[config.mk]
export PLATFORM = sky130hd
export DESIGN_NAME = haze_axis_framer
export DESIGN_NICKNAME = d
export VERILOG_FILES = /design/src/rtl/haze_pkg.sv /design/src/rtl/haze_axis_skid.sv /design/src/rtl/haze_axis_framer.sv
export SDC_FILE = /design/constraint.sdc
export NUM_CORES = 1
export LEC_CHECK = 0
export BUFFER_PORTS_ARGS = -buffer_cell sky130_fd_sc_hd__buf_2
export CAP_MARGIN = 20
export CORE_ASPECT_RATIO = 1.75
export CORE_UTILIZATION = 53
export CTS_BUF_LIST = sky130_fd_sc_hd__clkbuf_16
export DETAILED_ROUTE_END_ITERATION = 8
export PLACE_DENSITY = 0.81
export SLEW_MARGIN = 40
export SYNTH_ARGS = -nofsm -noshare
export SYNTH_HDL_FRONTEND = slang
export SYNTH_SLANG_ARGS = --single-unit
[constraint.sdc]
create_clock -name ACLK -period 2.5 [get_ports ACLK]
set_input_delay 0.25 -clock ACLK [delete_from_list [all_inputs] [get_ports ACLK]]
set_output_delay 0.25 -clock ACLK [all_outputs]
set_load 0.01 [all_outputs]
[src/rtl/haze_pkg.sv]
// Shared constants and types for the haze-removal AXI-Stream framer.
// Pixels arrive as {8'h00,R,G,B}; the top byte is always cleared on the way through.
package haze_pkg;

  localparam int IMG_WIDTH_DEF  = 512;
  localparam int IMG_HEIGHT_DEF = 512;
  localparam int PIXEL_W        = 32;

  typedef enum logic [1:0] {
    EMPTY,
    ONE,
    FULL
  } skid_state_t;

  function automatic logic [PIXEL_W-1:0] strip_alpha(input logic [PIXEL_W-1:0] px);
    return px & 32'h00FF_FFFF;
  endfunction

endpackage

[src/rtl/haze_axis_skid.sv]
// Two-entry skid buffer between the upstream haze pipeline and the framed output.
// head_q is always the beat being presented; tail_q only holds data while FULL.
module haze_axis_skid
  import haze_pkg::*;
(
  input  logic               ACLK,
  input  logic               ARESET,
  input  logic               enable,
  input  logic [PIXEL_W-1:0] s_data,
  input  logic               s_valid,
  output logic               s_ready,
  output logic [PIXEL_W-1:0] m_data,
  output logic               m_valid,
  input  logic               m_ready
);

  skid_state_t        state, state_next;
  logic [PIXEL_W-1:0] head_q, tail_q;
  logic               ready_q;
  logic               push, pop;
  logic               load_head_in, load_tail_in, load_head_tail;

  assign push = s_valid && ready_q;
  assign pop  = (state != EMPTY) && m_ready;

  always_ff @(posedge ACLK) begin
    if (ARESET) state <= EMPTY;
    else        state <= state_next;
  end

  always_comb begin
    state_next     = state;
    load_head_in   = 1'b0;
    load_tail_in   = 1'b0;
    load_head_tail = 1'b0;
    case (state)
      EMPTY: begin
        if (push) begin
          state_next   = ONE;
          load_head_in = 1'b1;
        end
      end
      ONE: begin
        if (push && pop) begin
          load_head_in = 1'b1;
        end else if (push) begin
          state_next   = FULL;
          load_tail_in = 1'b1;
        end else if (pop) begin
          state_next = EMPTY;
        end
      end
      FULL: begin
        if (pop) begin
          state_next     = ONE;
          load_head_tail = 1'b1;
        end
      end
      default: state_next = EMPTY;
    endcase
  end

  // Ready looks at the next state so it is already low in the first FULL cycle.
  always_ff @(posedge ACLK) begin
    if (ARESET) begin
      head_q  <= '0;
      tail_q  <= '0;
      ready_q <= 1'b0;
    end else begin
      if (load_head_in)        head_q <= strip_alpha(s_data);
      else if (load_head_tail) head_q <= tail_q;
      if (load_tail_in)        tail_q <= strip_alpha(s_data);
      ready_q <= enable && (state_next != FULL);
    end
  end

  assign s_ready = ready_q;
  assign m_valid = (state != EMPTY);
  assign m_data  = head_q;

endmodule

[src/rtl/haze_axis_framer.sv]
// Frames the haze-removal pixel stream: tracks column/row of the presented beat,
// raises TLAST at end of line, TUSER at start of frame, and counts completed frames.
module haze_axis_framer
  import haze_pkg::*;
#(
  parameter int IMG_WIDTH  = IMG_WIDTH_DEF,
  parameter int IMG_HEIGHT = IMG_HEIGHT_DEF
) (
  input  logic               ACLK,
  input  logic               ARESET,
  input  logic               enable,
  input  logic [PIXEL_W-1:0] S_AXIS_TDATA,
  input  logic               S_AXIS_TVALID,
  output logic               S_AXIS_TREADY,
  output logic [PIXEL_W-1:0] M_AXIS_TDATA,
  output logic               M_AXIS_TVALID,
  input  logic               M_AXIS_TREADY,
  output logic               M_AXIS_TLAST,
  output logic               M_AXIS_TUSER,
  output logic               frame_done,
  output logic [15:0]        frame_count
);

  localparam int COL_W = (IMG_WIDTH  > 1) ? $clog2(IMG_WIDTH)  : 1;
  localparam int ROW_W = (IMG_HEIGHT > 1) ? $clog2(IMG_HEIGHT) : 1;
  localparam logic [COL_W-1:0] COL_LAST = COL_W'(IMG_WIDTH - 1);
  localparam logic [ROW_W-1:0] ROW_LAST = ROW_W'(IMG_HEIGHT - 1);

  logic             out_valid;
  logic             out_fire;
  logic             frame_end;
  logic [COL_W-1:0] col_q;
  logic [ROW_W-1:0] row_q;
  logic [15:0]      frame_count_q;
  logic             frame_done_q;

  haze_axis_skid u_skid (
    .ACLK    (ACLK),
    .ARESET  (ARESET),
    .enable  (enable),
    .s_data  (S_AXIS_TDATA),
    .s_valid (S_AXIS_TVALID),
    .s_ready (S_AXIS_TREADY),
    .m_data  (M_AXIS_TDATA),
    .m_valid (out_valid),
    .m_ready (M_AXIS_TREADY)
  );

  assign out_fire  = out_valid && M_AXIS_TREADY;
  assign frame_end = out_fire && (col_q == COL_LAST) && (row_q == ROW_LAST);

  // Position tracks the beat on the output port, so it only moves on output handshakes.
  always_ff @(posedge ACLK) begin
    if (ARESET) begin
      col_q         <= '0;
      row_q         <= '0;
      frame_count_q <= '0;
      frame_done_q  <= 1'b0;
    end else begin
      frame_done_q <= frame_end;
      if (frame_end) frame_count_q <= frame_count_q + 16'd1;
      if (out_fire) begin
        if (col_q == COL_LAST) begin
          col_q <= '0;
          row_q <= (row_q == ROW_LAST) ? '0 : row_q + 1'b1;
        end else begin
          col_q <= col_q + 1'b1;
        end
      end
    end
  end

  // Side-band flags are qualified by valid so nothing leaks out while idle or in reset.
  assign M_AXIS_TVALID = out_valid;
  assign M_AXIS_TLAST  = out_valid && (col_q == COL_LAST);
  assign M_AXIS_TUSER  = out_valid && (col_q == '0) && (row_q == '0);
  assign frame_done    = frame_done_q;
  assign frame_count   = frame_count_q;

endmodule

# == Word-level counts from Yosys, hierarchy flattened ==
# Cells that the tools add are included.
# classes
n_mul,0
shift,0
reduce_logical,15
n_bitwise,0
eq_ne,5
n_div,0
order_cmp,0
n_addsub,3
mux,17
# op_table
cell,n
24-bit 2-to-1 mux,2
"9-bit by 1-bit adder with 9-bit output, second input constant",2
"9-bit == test, second input constant",2
9-bit zero test,2
9-bit 2-to-1 mux,2
"16-bit by 1-bit adder with 16-bit output, second input constant",1
2-bit 2-to-1 mux,5
1-bit logical AND,9
1-bit 2-to-1 mux,6
2-bit one-hot mux with 3 select lines,1
2-bit nonzero test,2
"2-bit by 1-bit == test with 1-bit output, second input constant",1
"2-bit == test, second input constant",1
2-bit zero test,1
"2-bit != test, second input constant",1
1-bit one-hot mux with 2 select lines,1
2-bit AND reduction,1
# totals
memories,0
latch_bits,0
elab_cells,48
rom_bits,0
out_inout_bits,53
reg_bits,86
input_bits,37
ramBits,0

# == Depth between registers and ports, before layout ==
# depth
word_depth,8
depth_mapped,9
ltp_nobuf,8

# == By module ==
# Synthesis repeated with hierarchy kept, for this count alone.
# hier_totals
cells_unflattened,469
area_unflattened_um2,4071.4
# by_module_without_submodules
mod,instances,cells_each,seq_area_each_um2,area_per_inst_um2
haze_axis_skid,1,267,1021.0,2347.3
haze_axis_framer,1,202,700.7,1724.2

# == Least setup slack after synthesis ==
# OpenSTA, ideal clock, no wires.
# synth_path
path_type,reg2reg
from,register row_q[0]
to,"register frame_count_q[11], in the netlist frame_count[11]"
t_arrival_ps,1894
required_time_ps,2430
synth_period_minus_slack_ps,1965
path_stages_with_launch,9
setup_ps,70
slack_ps,535
cell_sequence,dfxtp_1 -> ha_1 -> nand3_1 -> nor3_1 -> ha_1 -> o2111ai_4 -> or2_4 -> or3_1 -> a21oi_1
# synth_via
elab_chain_cells,2
# synth_rtl
element,line,text
start: declaration,haze_axis_framer.sv:33,logic [ROW_W-1:0] row_q;
start signal: assignment,haze_axis_framer.sv:65,row_q <= (row_q == ROW_LAST) ? '0 : row_q + 1'b1;
9-bit == test,haze_axis_framer.sv:50,assign frame_end = out_fire && (col_q == COL_LAST) && (row_q == ROW_LAST);
1-bit logical AND,haze_axis_framer.sv:50,
end signal: assignment,haze_axis_framer.sv:61,if (frame_end) frame_count_q <= frame_count_q + 16'd1;
end: declaration,haze_axis_framer.sv:34,logic [15:0] frame_count_q;
# No other way between the ends.
# A chain may end at the register's enable or synchronous reset.

# == Worst setup path after layout ==
# layout_path
from,register col_q[0]
to,"register frame_count_q[13], in the netlist frame_count[13]"
# layout_via
elab_chain_cells,3
# layout_rtl
element,line,text
start: declaration,haze_axis_framer.sv:32,logic [COL_W-1:0] col_q;
start signal: assignment,haze_axis_framer.sv:67,col_q <= col_q + 1'b1;
9-bit == test,haze_axis_framer.sv:50,
1-bit logical AND (2 in series),haze_axis_framer.sv:50,
# No other way between the ends.

==> summary.md <==
| Metric | Value |
|---|---|
| Final max-slew violation count | 0 |
| Dominant cell type by count on the critical path | ha_1 |
| Netlist cell types | 44 |
| Overall routing resource usage | 0.234 |
| Clock network fraction of design power | 0.465 |
| Maximum fanout along the worst path | 6 |
| Clock Latency Late Sink | 0.34 ns |
| CTS H-tree depth | 3 |
| Quantity of I/O buffers inserted on ports | 73 |
| Mean routed wirelength per cell | 13.7 µm |
| Switching power share of the total | 0.211 |
| Layout fillers | 585 |
| Via count of the first global-routing pass | 3059 |
| Post-synth top flop | dfxtp_1 |
| Class of the worst hold path | in2reg |
| Cells taking the most area after synthesis | dfxtp_1, nand2_1, mux2i_1 |
| Number of sinks driven by the clock tree | 86 |
| Die outline area | 7610 µm² |
| Nets@finish | 556 |
| Cell-internal power | 2320 µW |
| Period utilization | 0.916 |
| Total clock buffers created by CTS | 9 |
| Number of cells produced by synthesis | 450 |
| Worst vdd ir | 0.475 mV |
| Fraction of power consumed by combinational cells | 0.054 |
| Dpl ws | 0.204 ns |
| Worst-Margin Slew | 0.530 ns |
| Number of top-level pins | 90 |
| Total wire length after detailed routing | 8240 µm |
| Final antenna diode count | 0 |
| Max incr delay on CP | 0.38 ns |
| Initial detailed-routing violation count | 226 |
| Mapped Avg Cell Area | 8.55 µm² |
| Overall die height | 115 µm |
| Series of cell instances along the critical path | ha_1 -> nand2_1 -> nor3_1 -> ha_1 -> o2111ai_4 -> or2_4 -> or3_1 -> a21oi_1 |
| Setup repair after global routing missed its margin | no |
| Maximum Capacitance Violations | 0 |
| CP Launch Type | flip-flop |
| CTS tree | done |
| Number of failing hold endpoints at the final stage | 0 |
| Clock skew | 0.00414 ns |
| Power dissipated by switching net loads | 621 µW |
| Sum of buffers and inverters on the critical path | 0 |
| Maximum number of pins on one net before global-route repair | 49 |
| Number of buffers on the longest clock path | 2 |
| Post-detailed-route count of antenna-violating nets | 0 |
| Post-synth EDFFs | 0 |
| Area leader, netlist | dfxtp_1 |
| Post-synthesis sequential element count | 86 |
| Sequential area share after synthesis | 0.448 |
| Synth top cells by count | dfxtp_1, nand2_1, nor2_1, a21oi_1, mux2i_1 |
| Overflow after GRT | 0 |
| Highest Clock Rate | 0.436 GHz |
| Total power density per cell area | 653 nW/µm² |
| Initial Utilization | 0.553 |
| Layout overhead on the synthesized area | 17.1% |
| Highest-delay cell along the critical path | dfxtp_1 |
| Final Wtd Congestion | 0.835 |
| Critical hold path startpoint | S_AXIS_TDATA[4] |
| Power share of the sequential group | 0.481 |
| Leakage power of the design | 0.00191 µW |
| Category of the worst setup path capture point | flip-flop |
| Slew margin rel. | 0.646 |
| Vias per Instance | 5.54 |
| First element of the critical path | col_q[0] |
| Final setup slack of the worst path | 0.209 ns |
| WP data required | 2.76 ns |
| Core box area | 6960 µm² |
| Arrival time of data at the critical path endpoint | 2.55 ns |
| Summed negative setup slack over all endpoints | 0 ns |
| Launch point of the worst reg-to-reg path | col_q[0] |
| Setup-failing EPs final | 0 |
| First drt pass iteration count | 4 |
| Post-CTS clock slew at the launch and capture registers of the worst setup and hold paths | 0.06 ns |
| Share of cells above drive strength 1 | 0.200 |
| Sum of net half-perimeters after detailed placement | 5570 µm |
| Min Clock Period, post-route | 2.29 ns |
| CP delay by family, top | simple AND/OR/NAND/NOR gates |
| Chip width | 66.4 µm |
| Initial antenna violation count | 0 |
| Status | complete, no violations |
| Most frequent cell after synthesis | dfxtp_1 |
| Global-route wire length before repair | 13600 µm |
| Class of the most critical setup path | reg2reg |
| Number of setup buffers added after CTS | 0 |
| Drc violations | 0 |
| Ys async rst share | 0 |
| Total of warnings raised by yosys | 0 |
| Cell row count | 40 |
| Root Driver | clkbuf_16 |
| Area share of the leading cell type in the synthesized netlist | 0.448 |
| Total number of vias | 3321 |
| Netlist area before placement | 3850 µm² |
==> layer usage <==
layer / global-route usage / share of wire / up-vias
li1: - / - / 1650
met1: 0.255 / 0.42 / 1575
met2: 0.416 / 0.51 / 83
met3: 0.0538 / 0.042 / 13
met4: 0.109 / 0.027 / 0
met5: 0 / 0 / -
==> timing repair <==
action | CTS | global route
hold buffers | 0 | 0
setup endpoints to repair | 0 | 2
resized for setup | 0 | 1
==> state kept, by name (all words and copies together), names as in the netlist <==
register / flops
frame_done: 1
u_skid.m_data: 24
u_skid.s_ready: 1
col_q: 9
frame_count: 16
u_skid.state: 2
row_q: 9
u_skid.tail_q: 24
==> cell type report <==
class | instances | area (µm²) | share of cell area
repair buffers | 80 | 430 | 0.0956
multi-input cells | 327 | 1910 | 0.425
flip-flops and latches | 86 | 1720 | 0.382
well taps | 84 | 105 | 0.0233
clock buffers | 9 | 225 | 0.0500
clock inverters | 6 | 77.6 | 0.0172
inverters | 8 | 30.0 | 0.00667
==> worst reg2reg max path, stage by stage, from the launching register on <==
cell,delay [ns]
dfxtp_1,0.38
ha_1,0.22
nand2_1,0.08
nor3_1,0.21
ha_1,0.33
o2111ai_4,0.21
or2_4,0.32
or3_1,0.31
a21oi_1,0.15
==> path summary, 6_finish.rpt <==
| kind | to | slack (ns) | cells past startpoint |
|---|---|---|---|
| setup / recovery | frame_count[13] | 0.21 | 8 |
| hold / removal | u_skid.tail_q[4] | 0.16 | 3 |
| setup reg to reg | frame_count[13] | 0.21 | 8 |
| hold reg to reg | u_skid.tail_q[9] | 0.45 | 2 |
==> cell families (layout without fill, tap and decap cells) <==
| family | count (synthesis) | count (layout) | synth area share |
|---|---|---|---|
| AO/OA/AOI/OAI | 81 | 81 | 0.132 |
| XOR/XNOR | 17 | 17 | 0.0387 |
| adder cells (fa/ha/maj) | 7 | 7 | 0.0228 |
| buffers and inverters | 44 | 103 | 0.0625 |
| flip-flops | 86 | 86 | 0.448 |
| multiplexers | 26 | 26 | 0.0680 |
| other | 1 | 8 | 0.000975 |
| AND/OR/NAND/NOR | 188 | 188 | 0.227 |
==> stage by stage <==
| step | cell area (µm²) | utilization | std cells | total power [µW] | hold slack, ns |
|---|---|---|---|---|---|
| global route | 4500 | 0.647 | 600 | 3050 | 0.165 |
| detailed placement | 4200 | 0.603 | 585 | 1600 | 0.446 |
| floorplan | 3870 | - | 457 | 1540 | 0.386 |
| global placement | 4200 | 0.603 | 585 | 1600 | 0.441 |
| CTS | 4500 | 0.647 | 600 | 2970 | 0.150 |
| finish | 4500 | 0.647 | 600 | 2940 | 0.158 |
==> layout by cell type, fill, tap and decap left out, drive strengths merged, types with 5 or more instances in the layout <==
cell	synthesis	final
nand2	76	76
or3	9	9
mux2i	25	25
clkbuf	14	9
buf	22	80
o21ai	9	9
nand4	5	5
a21oi	42	42
nor2	46	46
inv	8	8
dfxtp	86	86
nor3	12	12
ha	7	7
xnor2	13	13
conb	1	8
nor4	7	7
nand3	11	11
a211oi	24	24
==> power by group through the flow <==
| stage | clock [µW] | sequential (µW) | combinational [µW] |
|---|---|---|---|
| global route | 1460 | 1410 | 175 |
| finish | 1370 | 1410 | 159 |
| floorplan | 0 | 1450 | 93.5 |
| CTS | 1390 | 1410 | 159 |
| detailed placement | 0 | 1440 | 158 |
| global placement | 0 | 1440 | 154 |
(Power assumes the default switching activity.)
